`config.mk`:
```
export PLATFORM = sky130hd
export DESIGN_NAME = ahb_sram_slave_flat
export DESIGN_NICKNAME = d
export VERILOG_FILES = /design/src/rtl/ahb_sram_slave_pkg.sv /design/src/rtl/ahb_sram_slave_if.sv /design/src/rtl/ahb_sram_slave_byte_lane_dec.sv /design/src/rtl/ahb_sram_slave.sv /design/src/flat_wrapper.sv
export SDC_FILE = /design/constraint.sdc
export NUM_CORES = 1
export LEC_CHECK = 0
export ABC_CLOCK_PERIOD_IN_PS = 2040
export CORE_UTILIZATION = 27
export DETAILED_ROUTE_END_ITERATION = 6
export GPL_TIMING_DRIVEN = 0
export PLACE_DENSITY = 0.8
export SYNTH_ARGS = -nofsm -noshare
export SYNTH_HDL_FRONTEND = slang
export SYNTH_SLANG_ARGS = --single-unit
```
`constraint.sdc`:
```
create_clock -name clk -period 2.04 [get_ports clk]
set_input_delay 0.204 -clock clk [delete_from_list [all_inputs] [get_ports clk]]
set_output_delay 0.204 -clock clk [all_outputs]
set_load 0.05 [all_outputs]
```
`src/rtl/ahb_sram_slave_pkg.sv`:
```
// Shared AHB-Lite encodings and SRAM-slave state type.
// The AHB_SRAM_ERR_EN macro adds the two-cycle ERROR response states.
package ahb_sram_slave_pkg;

    typedef enum logic [1:0] {
        HTRANS_IDLE   = 2'b00,
        HTRANS_BUSY   = 2'b01,
        HTRANS_NONSEQ = 2'b10,
        HTRANS_SEQ    = 2'b11
    } htrans_e;

    typedef enum logic [1:0] {
        HRESP_OKAY  = 2'b00,
        HRESP_ERROR = 2'b01
    } hresp_e;

    typedef enum logic [2:0] {
        HSIZE_BYTE = 3'b000,
        HSIZE_HALF = 3'b001,
        HSIZE_WORD = 3'b010
    } hsize_e;

`ifdef AHB_SRAM_ERR_EN
    typedef enum logic [2:0] {
        ST_IDLE, ST_WAIT, ST_ACC, ST_RDATA, ST_ERR1, ST_ERR2
    } state_e;
`else
    typedef enum logic [1:0] {
        ST_IDLE, ST_WAIT, ST_ACC, ST_RDATA
    } state_e;
`endif

    // Only NONSEQ and SEQ carry a real transfer; IDLE/BUSY get a zero-wait OKAY.
    function automatic logic is_active(input logic [1:0] htrans);
        return (htrans == HTRANS_NONSEQ) || (htrans == HTRANS_SEQ);
    endfunction

endpackage

```
`src/rtl/ahb_sram_slave_if.sv`:
```
// AHB-Lite slave-side bus bundle; the master modport drives address/control/write data.
interface ahb_sram_slave_if;

    logic        S_HSEL;
    logic [31:0] S_HADDR;
    logic [1:0]  S_HTRANS;
    logic [2:0]  S_HSIZE;
    logic [2:0]  S_HBURST;
    logic        S_HWRITE;
    logic [31:0] S_HWDATA;
    logic        S_HREADY;
    logic        S_HREADYOUT;
    logic [1:0]  S_HRESP;
    logic [31:0] S_HRDATA;

    modport master (
        output S_HSEL, S_HADDR, S_HTRANS, S_HSIZE, S_HBURST, S_HWRITE, S_HWDATA, S_HREADY,
        input  S_HREADYOUT, S_HRESP, S_HRDATA
    );

    modport slave (
        input  S_HSEL, S_HADDR, S_HTRANS, S_HSIZE, S_HBURST, S_HWRITE, S_HWDATA, S_HREADY,
        output S_HREADYOUT, S_HRESP, S_HRDATA
    );

endinterface

```
`src/rtl/ahb_sram_slave_byte_lane_dec.sv`:
```
// AHB byte-lane decoder: (hsize, addr[1:0]) -> byte enables plus an unsupported-access flag.
// Byte enables ignore sub-size address bits, so a misaligned access lands on its aligned lanes.
module ahb_byte_lane_dec
    import ahb_sram_slave_pkg::*;
(
    input  logic [2:0] hsize,
    input  logic [1:0] addr,
    output logic [3:0] be,
    output logic       misalign
);

    always_comb begin
        be       = '1;
        misalign = 1'b0;
        case (hsize)
            HSIZE_BYTE: be = 4'b0001 << addr;
            HSIZE_HALF: begin
                be       = addr[1] ? 4'b1100 : 4'b0011;
                misalign = addr[0];
            end
            HSIZE_WORD: misalign = (addr != 2'b00);
            // Sizes wider than a word are flagged but otherwise treated as a word.
            default:    misalign = 1'b1;
        endcase
    end

endmodule

```
`src/rtl/ahb_sram_slave.sv`:
```
// AHB-Lite responder for single-port on-chip SRAM with WAIT_CYCLES wait states per access.
// Define AHB_SRAM_ERR_EN to answer misaligned/oversized transfers with a two-cycle ERROR.
module ahb_sram_slave
    import ahb_sram_slave_pkg::*;
#(
    parameter int unsigned ADDR_W      = 14,
    parameter int unsigned WAIT_CYCLES = 0
) (
    input  logic              clk,
    input  logic              rst,
    ahb_sram_slave_if.slave   bus,
    output logic              mem_ce,
    output logic              mem_we,
    output logic [ADDR_W-1:0] mem_addr,
    output logic [3:0]        mem_be,
    output logic [31:0]       mem_wdata,
    input  logic [31:0]       mem_rdata
);

    state_e            state;
    logic [2:0]        cnt;
    logic [ADDR_W-1:0] addr_q;
    logic [3:0]        be_q;
    logic              write_q;
    logic              hreadyout;
    logic [3:0]        lane_be;
    logic              lane_misalign;
    logic              accept;

    ahb_byte_lane_dec u_lane_dec (
        .hsize    (bus.S_HSIZE),
        .addr     (bus.S_HADDR[1:0]),
        .be       (lane_be),
        .misalign (lane_misalign)
    );

    assign accept = bus.S_HSEL & is_active(bus.S_HTRANS) & bus.S_HREADY & hreadyout;

    // Byte enables are decoded at accept time so the data phase needs no size register.
    always_ff @(posedge clk or negedge rst) begin
        if (!rst) begin
            state     <= ST_IDLE;
            cnt       <= '0;
            addr_q    <= '0;
            be_q      <= '0;
            write_q   <= 1'b0;
            hreadyout <= 1'b1;
        end else if (state == ST_WAIT) begin
            cnt <= cnt - 3'd1;
            if (cnt == 3'd1) begin
                state     <= ST_ACC;
                hreadyout <= write_q;
            end
        end else if (state == ST_ACC && !write_q) begin
            state     <= ST_RDATA;
            hreadyout <= 1'b1;
`ifdef AHB_SRAM_ERR_EN
        end else if (state == ST_ERR1) begin
            state     <= ST_ERR2;
            hreadyout <= 1'b1;
`endif
        end else if (accept) begin
            addr_q  <= bus.S_HADDR[ADDR_W+1:2];
            be_q    <= lane_be;
            write_q <= bus.S_HWRITE;
`ifdef AHB_SRAM_ERR_EN
            if (lane_misalign) begin
                state     <= ST_ERR1;
                hreadyout <= 1'b0;
            end else
`endif
            if (WAIT_CYCLES != 0) begin
                state     <= ST_WAIT;
                cnt       <= 3'(WAIT_CYCLES);
                hreadyout <= 1'b0;
            end else begin
                state     <= ST_ACC;
                hreadyout <= bus.S_HWRITE;
            end
        end else begin
            state     <= ST_IDLE;
            hreadyout <= 1'b1;
        end
    end

    assign mem_ce    = (state == ST_ACC);
    assign mem_we    = mem_ce & write_q;
    assign mem_addr  = mem_ce ? addr_q : '0;
    assign mem_be    = mem_ce ? be_q : '0;
    assign mem_wdata = mem_we ? bus.S_HWDATA : '0;

    assign bus.S_HREADYOUT = hreadyout;
    assign bus.S_HRDATA    = (state == ST_RDATA) ? mem_rdata : '0;
`ifdef AHB_SRAM_ERR_EN
    assign bus.S_HRESP = (state == ST_ERR1 || state == ST_ERR2) ? HRESP_ERROR : HRESP_OKAY;
`else
    assign bus.S_HRESP = HRESP_OKAY;
`endif

    logic unused_bus;
`ifdef AHB_SRAM_ERR_EN
    assign unused_bus = ^{bus.S_HBURST, bus.S_HADDR[31:ADDR_W+2]};
`else
    assign unused_bus = ^{bus.S_HBURST, bus.S_HADDR[31:ADDR_W+2], lane_misalign};
`endif

endmodule

```
`src/flat_wrapper.sv`:
```
// flat-port wrapper written by rule: the top's interface ports become plain ports
module ahb_sram_slave_flat import ahb_sram_slave_pkg::*;
#(
    parameter int unsigned ADDR_W      = 14,
    parameter int unsigned WAIT_CYCLES = 0
)
  (clk, rst, mem_ce, mem_we, mem_addr, mem_be, mem_wdata, mem_rdata, bus_S_HSEL, bus_S_HADDR, bus_S_HTRANS, bus_S_HSIZE, bus_S_HBURST, bus_S_HWRITE, bus_S_HWDATA, bus_S_HREADY, bus_S_HREADYOUT, bus_S_HRESP, bus_S_HRDATA);
  ahb_sram_slave_if bus_i ();
  input  logic clk;
  input  logic rst;
  output logic mem_ce;
  output logic mem_we;
  output logic [ADDR_W-1:0] mem_addr;
  output logic [3:0] mem_be;
  output logic [31:0] mem_wdata;
  input  logic [31:0] mem_rdata;
  input wire logic [$bits(bus_i.S_HSEL)-1:0] bus_S_HSEL;
  input wire logic [$bits(bus_i.S_HADDR)-1:0] bus_S_HADDR;
  input wire logic [$bits(bus_i.S_HTRANS)-1:0] bus_S_HTRANS;
  input wire logic [$bits(bus_i.S_HSIZE)-1:0] bus_S_HSIZE;
  input wire logic [$bits(bus_i.S_HBURST)-1:0] bus_S_HBURST;
  input wire logic [$bits(bus_i.S_HWRITE)-1:0] bus_S_HWRITE;
  input wire logic [$bits(bus_i.S_HWDATA)-1:0] bus_S_HWDATA;
  input wire logic [$bits(bus_i.S_HREADY)-1:0] bus_S_HREADY;
  output wire logic [$bits(bus_i.S_HREADYOUT)-1:0] bus_S_HREADYOUT;
  output wire logic [$bits(bus_i.S_HRESP)-1:0] bus_S_HRESP;
  output wire logic [$bits(bus_i.S_HRDATA)-1:0] bus_S_HRDATA;
  assign bus_i.S_HSEL = bus_S_HSEL;
  assign bus_i.S_HADDR = bus_S_HADDR;
  assign bus_i.S_HTRANS = bus_S_HTRANS;
  assign bus_i.S_HSIZE = bus_S_HSIZE;
  assign bus_i.S_HBURST = bus_S_HBURST;
  assign bus_i.S_HWRITE = bus_S_HWRITE;
  assign bus_i.S_HWDATA = bus_S_HWDATA;
  assign bus_i.S_HREADY = bus_S_HREADY;
  assign bus_S_HREADYOUT = bus_i.S_HREADYOUT;
  assign bus_S_HRESP = bus_i.S_HRESP;
  assign bus_S_HRDATA = bus_i.S_HRDATA;
  ahb_sram_slave #(.ADDR_W(ADDR_W), .WAIT_CYCLES(WAIT_CYCLES)) u_core (.clk(clk), .rst(rst), .bus(bus_i), .mem_ce(mem_ce), .mem_we(mem_we), .mem_addr(mem_addr), .mem_be(mem_be), .mem_wdata(mem_wdata), .mem_rdata(mem_rdata));
endmodule
```
# [After elaboration in Yosys (flattened, before gate mapping)]
# Cells that the tools add are included.
[word_totals] output_inout_bits=87 inputBits=109 reg_bits=25 elab_cells=41
[op_classes] n_addsub=1 n_eq_ne=8 reduce_logical=5 bitwise_logic=6 shifts=1 mux=14
[op_table] op="$mux 32" n=2
[op_table] op="$mux 14" n=1
[op_table] op="$eq 2x2->1 const B" n=4
[op_table] op="$mux 2" n=4
[op_table] op="$mux 4" n=2
[op_table] op="$pmux 4 s2" n=1
[op_table] op="$eq 3x1->1 const B" n=2
[op_table] op="$and 1x1->1" n=4
[op_table] op="$mux 1" n=4
[op_table] op="$shl 1x2->4 const A" n=1
[op_table] op="$logic_not 3->1" n=1
[op_table] op="$reduce_and 3->1" n=1
[op_table] op="$sub 3x1->3 const B" n=1
[op_table] op="$eq 2x1->1 const B" n=1
[op_table] op="$ne 2x2->1 const B" n=1
[op_table] op="$not 1->1" n=2
[op_table] op="$logic_and 1x1->1" n=1
[op_table] op="$logic_not 1->1" n=1
[op_table] op="$logic_or 1x1->1" n=1

# [Logic depth before layout (Yosys ltp)]
# Gate-level depths: netlist (run 1).
[logic_depth] word_depth=8 mapped_depth=5 ltp_nobuf=5

# [Cells and area by module]
# From an unflattened synthesis (run 1), not the netlist that was laid out.
[hier_totals] hier_cells=179 area_unflattened_um2=1715.4
[by_module_without_submodules] module="ahb_sram_slave" instances=1 area_per_inst_um2=1656.6 seq_area_each_um2=626.9 cells_per_inst=168
[by_module_without_submodules] module="ahb_byte_lane_dec" instances=1 area_per_inst_um2=58.8 seq_area_each_um2=0.0 cells_per_inst=11

# [Least setup slack after synthesis (run 1)]
# Ideal clock, no wire load.
[synth_timing] path_type="register to output" start="reg u_core.state[1]" end="out mem_addr[10]" t_required_ps=1836 path_stages_with_launch=4 arrival_ps=1843 path_buffers=1 setup_slack_ps=-7 path_cell_list="dfrtp_1 -> nor2b_1 -> clkbuf_1 -> and2_1"
[synth_between] elab_chain_cells=2
[synth_lines] item="start: declaration" line_no="ahb_sram_slave.sv:20" source="state_e state;"
[synth_lines] item="start signal: assignment" line_no="ahb_sram_slave.sv:42" source="state <= ST_IDLE;"
[synth_lines] item="start signal: assignment" line_no="ahb_sram_slave.sv:51" source="state <= ST_ACC;"
[synth_lines] item="start signal: assignment" line_no="ahb_sram_slave.sv:55" source="state <= ST_RDATA;"
[synth_lines] item="$eq 2x2->1" line_no="ahb_sram_slave.sv:86" source="assign mem_ce = (state == ST_ACC);"
[synth_lines] item="via mem_ce" line_no="flat_wrapper.sv:11" source="output logic mem_ce;"
[synth_lines] item="$mux 14" line_no="ahb_sram_slave.sv:88" source="assign mem_addr = mem_ce ? addr_q : '0;"
[synth_lines] item="end: declaration" line_no="flat_wrapper.sv:13" source="output logic [ADDR_W-1:0] mem_addr;"
# The timed path passes the listed nets, and every way through them passes these cells.

# [Worst setup path after layout (run 1)]
[layout_timing] start="reg u_core.state[1]" end="out mem_wdata[14]"
[layout_between] elab_chain_cells=3
[layout_lines] item="$eq 2x2->1" line_no="ahb_sram_slave.sv:86"
[layout_lines] item="$and 1x1->1" line_no="ahb_sram_slave.sv:87" source="assign mem_we = mem_ce & write_q;"
[layout_lines] item="$mux 32" line_no="ahb_sram_slave.sv:90" source="assign mem_wdata = mem_we ? bus.S_HWDATA : '0;"
[layout_lines] item="end: declaration" line_no="flat_wrapper.sv:15" source="output logic [31:0] mem_wdata;"
# Every way passes these cells.

==> summary.txt, run 1 <==
Floorplan
  – Die H: 81.33 um
  – Full die area: 6615 um^2
  – Rows: 28
  – Initial standard-cell utilization of the core: 28.36%
  – Die W: 81.33 um
  – Core area: ~6000 um^2
  – Number of I/O pins: 196

Power
  – Maximum vdd drop: 0.9019 mV
  – Overall power consumption: 4.159 mW
  – Leakage power total: about 1.8 nW
  – Power density of the placed cells: 1253 nW/um^2

Setup path
  – Start-to-end type of the worst setup path: reg2out
  – Peak per-stage delay on the critical path: 0.46 ns
  – Launching element type of the critical path: flop
  – Cell type of the slowest stage on the worst timing path: dfrtp_2
  – Crit-path cells: nor2b_4, clkbuf_2, and3_1, clkdlybuf4s15_2
  – Delay-heaviest family, CP: buffers and inverters
  – Data arrival time of the critical path: 1.74 ns
  – Capturing element type of the critical path: output pin
  – Crit path required time: 1.84 ns
  – Largest fanout on the critical path: 10
  – Number of buffers and inverters on the critical path: 2

Global routing
  – Gr ovfl total: 0
  – Vias in the first global route: 1,851
  – First-pass GRT wire length: 8707 um
  – Total global routing track utilization: 16.84%
  – Number of antenna violations at the first check in global routing: 0
  – Largest net degree at the start of global routing: 26

Synth
  – Synthesized area per cell: 9.654 um^2
  – Synth warnings: 0
  – Syn Std Cell Area: 1699 um^2
  – Sequential cell area fraction in the yosys report: 36.89%
  – Number of distinct standard cells referenced by the synthesized netlist: 27
  – Number of synthesized register bits: 25
  – Number of standard cells after synthesis: approximately 180

STA
  – Final Hold Slack: roughly 0.48 ns
  – Setup repair after global routing missed its margin: no
  – Crit share post-route: 95.49%
  – Setup Skew: 0.002140 ns
  – Total count of hold-check failures in the final report: 0
  – Pins over their slew limit: 0
  – # setup viols final: 0
  – Max-slew headroom: about 25%
  – Minimum clock period after layout: 1.948 ns
  – Sum of negative setup slack: 0 ns
  – Maximum clock frequency: 0.5133 GHz
  – Actual transition at the worst max-transition pin: 1.121 ns

CTS
  – Number of buffers added by the clock tree synthesis step: 3
  – CTS Hold Bufs: 0
  – Clock latency on the worst-skew pair: 0.27 ns
  – CTS tree: built
  – Clock buffer depth: 2
  – Sink count of the clock tree: 25
  – Post-CTS clock slew at the launch and capture registers of the worst setup and hold paths: 0.09 ns
  – Clk Tree Root Cell: clkbuf_8
  – Depth of the CTS H-tree: 1

Finish
  – Final instance area: 3318 um^2
  – Most common cell after layout, fill and taps aside: clkdlybuf4s50_1
  – Final core utilization: 55.39%
  – ANT cells: 0
  – Layout cell share with drive strength beyond 1: 33.33%
  – Net count reported at finish: 469
  – Fill cell total of the finished layout: 572
  – Highest-count cells in the layout ignoring fill and taps: clkdlybuf4s50_1 (89), and3_1 (59), buf_2 (45)
  – Syn-to-layout area delta: 95.29%

Drt
  – Wire length per cell after detailed routing: roughly 14 um
  – Number of design-rule violations left by the first detailed-router iteration: 48
  – Drt drc: 0
  – Vias per Instance: 4.609
  – Via count: about 2k
  – Antenna-violating nets left: 0
  – Length of the first detailed-routing pass in iterations: 6
  – Total wire length after detailed routing: about 6000 um

Placement
  – Detailed placer's ending HPWL: roughly 4800 um
  – Count of input and output buffers: 173
  – Placed Area: 3530 um^2
  – Routability congestion estimate from global placement: 0.7047

Status
  – Status: finished, final reports clean

Flow run
  – Number of max-cap violations: 0

Worst hold path
  – Class of the worst hold path: reg2reg
-- kinds of logic after synthesis --
family | share of synthesized area, %
buffers and inverters | 5.817
other | 0.2207
multiplexers | 14.80
AO/OA/AOI/OAI | 2.577
XOR/XNOR | 1.031
flip-flops | 36.89
AND/OR/NAND/NOR | 37.19
adder cells (fa/ha/maj) | 1.473
-- layout make-up --
class                   instances  area [um^2]  share of cell area (%)
plain buffers                  17        93.84                   2.828
well taps                      75        93.84                   2.828
repair buffers                176         1460                   44.00
clock buffers                   4        45.04                   1.357
flip-flops and latches         25        629.4                   18.97
inverters                       3        11.26                  0.3394
multi-input cells             132        984.7                   29.68
-- per-layer routing --
layer / vias to the layer above / track usage, % / part of all wire (%)
li1: 969 / - / -
met1: 920 / 20.16 / 40
met2: 97 / 29.00 / 48
met3: 5 / 5.056 / 11
met4: 0 / 4.464 / 0.77
met5: - / 0 / 0
-- synthesized netlist by cell type (all sizes together) --
cell | n | area, um^2
mux2 | 19 | 251.5
buf | 3 | 35.03
nor3 | 1 | 16.27
inv | 3 | 11.26
or2 | 1 | 6.260
clkbuf | 14 | 52.55
xnor2 | 2 | 17.52
o2bb2ai | 1 | 8.760
dfstp | 1 | 26.28
o21ai | 5 | 25.02
and2 | 19 | 118.9
nor2 | 4 | 15.01
and3 | 64 | 406.6
nor3b | 1 | 12.51
dfrtp | 24 | 600.6
nand4 | 1 | 6.260
conb | 1 | 3.750
a21oi | 2 | 10.01
or2b | 1 | 8.760
nor2b | 4 | 27.53
nor4 | 1 | 6.260
nand2 | 2 | 7.510
ha | 2 | 25.02
-- metrics by stage --
stage | std cells | worst slack (ns)
finish | 432 | 0.09191
global route | 432 | 0.00002065
CTS | 429 | -0.02941
detailed placement | 425 | -0.4901
global placement | 425 | -0.5010
floorplan | 177 | 0.07183
-- flip-flops by register name, summed over array words and instances (netlist names) --
register,flops
u_core.bus.S_HREADYOUT,1
u_core.state,2
u_core.cnt,3
u_core.addr_q,14
u_core.be_q,4
u_core.write_q,1
-- worst paths after layout --
kind	slack, ns	endpoint	startpoint	cells past startpoint
max	0.09	mem_wdata[14]	u_core.state[1]$_DFFE_PN0P_	4
max in group asynchronous	0.76	u_core.state[0]$_DFFE_PN0P_	rst	1
min	0.48	u_core.cnt[2]$_DFFE_PN0N_	u_core.cnt[2]$_DFFE_PN0N_	1
min reg2reg	0.48	u_core.cnt[2]$_DFFE_PN0N_	u_core.cnt[2]$_DFFE_PN0N_	1
max reg2reg	0.31	u_core.addr_q[8]$_DFFE_PN0P_	u_core.bus.S_HREADYOUT$_DFFE_PN1P_	4
min in group asynchronous	0.53	u_core.addr_q[1]$_DFFE_PN0P_	rst	1
-- repair_timing --
item / 4_1_cts / 5_1_grt
pin swaps: 0 / 1
setup buffers: 0 / 3
resized for setup: 229 / 106
endpoints found under the setup margin: 84 / 85
-- report_power, final --
part | switching [mW] | internal (mW)
sequential | 0.186 | 0.754
clock | 0.155 | 0.140
combinational | 1.92 | 1.00
No activity file was read; power rests on OpenSTA's default activity.
==> run 2, diff against run 1 <==
--- a/config.mk
+++ b/config.mk
@@ -5,10 +5,10 @@
 export SDC_FILE = /design/constraint.sdc
 export NUM_CORES = 1
 export LEC_CHECK = 0
-export ABC_CLOCK_PERIOD_IN_PS = 2040
+export ABC_CLOCK_PERIOD_IN_PS = 1900
+export CAP_MARGIN = 20
 export CORE_UTILIZATION = 27
 export DETAILED_ROUTE_END_ITERATION = 6
-export GPL_TIMING_DRIVEN = 0
 export PLACE_DENSITY = 0.8
 export SYNTH_ARGS = -nofsm -noshare
 export SYNTH_HDL_FRONTEND = slang
==> constraint.sdc (replaced) <==
create_clock -name clk -period 1.9 [get_ports clk]
set_input_delay 0.19 -clock clk [delete_from_list [all_inputs] [get_ports clk]]
set_output_delay 0.19 -clock clk [all_outputs]
set_load 0.05 [all_outputs]
==> summary.txt, run 2 (synthesized netlist as in run 1, its figures left out) <==
Status
  – Status: finished, final reports clean

Power
  – Leakage power total: between 2 and 2.5 nW
  – Maximum vdd drop: 0.9607 mV
  – Power density of the placed cells: approximately 1300 nW/um^2

Finish
  – Fill cell total of the finished layout: a little under 400
  – Net count reported at finish: 456
  – Final instance area: 4407 um^2
  – Syn-to-layout area delta: 159.4%
  – ANT cells: 0
  – Register name with the most flops: u_core.addr_q
  – Most common cell after layout, fill and taps aside: clkdlybuf4s50_1
  – Flip-flop count of the largest register, all copies and words added: 14
  – Leading registers by flop count: u_core.addr_q: 14 flops, u_core.be_q: 4 flops, u_core.cnt: 3 flops
  – Highest-count cells in the layout ignoring fill and taps: clkdlybuf4s50_1 (89), buf_12 (86), and3_1 (59)
  – Layout cell share with drive strength beyond 1: 36.34%

Setup path
  – Data arrival time of the critical path: 1.64 ns
  – Delay-heaviest family, CP: buffers and inverters
  – Capturing element type of the critical path: output pin
  – Crit path required time: between 1.5 and 2 ns
  – Launching element type of the critical path: flop
  – Crit-path cells: clkdlybuf4s50_1
  – Number of buffers and inverters on the critical path: 1
  – Cell type of the slowest stage on the worst timing path: clkdlybuf4s50_1
  – Start-to-end type of the worst setup path: reg2out
  – Peak per-stage delay on the critical path: 0.81 ns
  – Largest fanout on the critical path: 3

Floorplan
  – Initial standard-cell utilization of the core: between 20% and 30%
  – Full die area: 6615 um^2
  – Rows: 28
  – Die H: slightly above 80 um
  – Die W: 81.33 um
  – Number of I/O pins: 196
  – Core area: 5991 um^2

Flow run
  – Number of max-cap violations: 0

Drt
  – Number of design-rule violations left by the first detailed-router iteration: 41
  – Total wire length after detailed routing: 6225 um
  – Wire length per cell after detailed routing: roughly 15 um
  – Length of the first detailed-routing pass in iterations: 4
  – Vias per Instance: 4.618
  – Drt drc: 0
  – Antenna-violating nets left: 0
  – Via count: a little under 2k

CTS
  – Depth of the CTS H-tree: 1
  – CTS tree: built
  – Clk Tree Root Cell: clkbuf_8
  – Clock buffer depth: 2
  – Count of cells resized by post-cts repair: 0
  – Postcts setup bufs: 0
  – CTS Hold Bufs: 0
  – Post-CTS clock slew at the launch and capture registers of the worst setup and hold paths: 0.09 ns
  – Number of buffers added by the clock tree synthesis step: 3
  – Sink count of the clock tree: 25
  – Clock latency on the worst-skew pair: 0.27 ns

Global routing
  – First-pass GRT wire length: ~9200 um
  – Number of antenna violations at the first check in global routing: 0
  – Gr ovfl total: 0
  – Largest net degree at the start of global routing: 53
  – Total global routing track utilization: 17.98%
  – Vias in the first global route: 1,897

STA
  – Minimum clock period after layout: approximately 1.8 ns
  – Sum of negative setup slack: 0 ns
  – # setup viols final: 0
  – Total count of hold-check failures in the final report: 0
  – Minimum setup slack in the final design: 0.07435 ns
  – Maximum clock frequency: approximately 0.55 GHz
  – Max-slew headroom: 66.52%
  – Crit share post-route: 96.09%
  – Actual transition at the worst max-transition pin: 0.5006 ns
  – Setup repair after global routing missed its margin: no
  – Setup Skew: approximately 0.0069 ns
  – Pins over their slew limit: 0

Worst hold path
  – Class of the worst hold path: in2async

Placement
  – Dpl ws: between 0.1 and 0.15 ns
  – Detailed placer's ending HPWL: roughly 5000 um
  – Count of input and output buffers: 173
  – Placed Area: 4362 um^2
  – Routability congestion estimate from global placement: 0.6923
run 2: final timing paths:
check                                              startpoint                                 end  slack [ns]  cells past startpoint
max                        u_core.bus.S_HREADYOUT$_DFFE_PN1P_                     bus_S_HREADYOUT        0.07                      1
min                                                       rst          u_core.be_q[3]$_DFFE_PN0P_        0.27                      2
max reg2reg                u_core.bus.S_HREADYOUT$_DFFE_PN1P_        u_core.addr_q[2]$_DFFE_PN0P_        0.22                      4
min reg2reg                         u_core.cnt[2]$_DFFE_PN0N_           u_core.cnt[2]$_DFFE_PN0N_        0.48                      1
max in group asynchronous                                 rst  u_core.bus.S_HREADYOUT$_DFFE_PN1P_        1.33                      2
min in group clk                    u_core.cnt[2]$_DFFE_PN0N_           u_core.cnt[2]$_DFFE_PN0N_        0.48                      1
run 2: area by class of cell:
class                           instances  area [um^2]  share of cell area (%)
Clock buffer                            4        45.04                   1.022
Inverter                                3        11.26                  0.2555
Multi-Input combinational cell        132        979.7                   22.23
Sequential cell                        25        626.9                   14.22
Tap cell                               75        93.84                   2.129
Timing Repair Buffer                  180         2650                   60.14
run 2: through the flow:
stage          power, mW  utilization (%)  std cells  hold WS [ns]
6_report           5.720            73.56        419        0.2691
4_1_cts            5.759            73.56        419        0.2817
2_1_floorplan      3.268                -        177       -0.1056
5_1_grt            5.978            73.56        419        0.3050
3_5_place_dp       5.440            72.81        415        0.4658
3_3_place_gp       5.339            72.81        415        0.4652
run 2: routing by layer:
metal / vias up / routed length (um) / track usage (%)
met2: 82 / 3415 / 34.08
li1: 942 / - / -
met5: - / 0 / 0
met3: 7 / 467 / 4.270
met1: 904 / 2275 / 19.85
met4: 0 / 66 / 4.286
run 2: power by group:
| group | switching [mW] | leakage, nW | internal (mW) |
|---|---|---|---|
| Combinational | 2.34 | 1.70 | 2.11 |
| Clock | 0.165 | 0.0228 | 0.150 |
| Sequential | 0.150 | 0.291 | 0.806 |
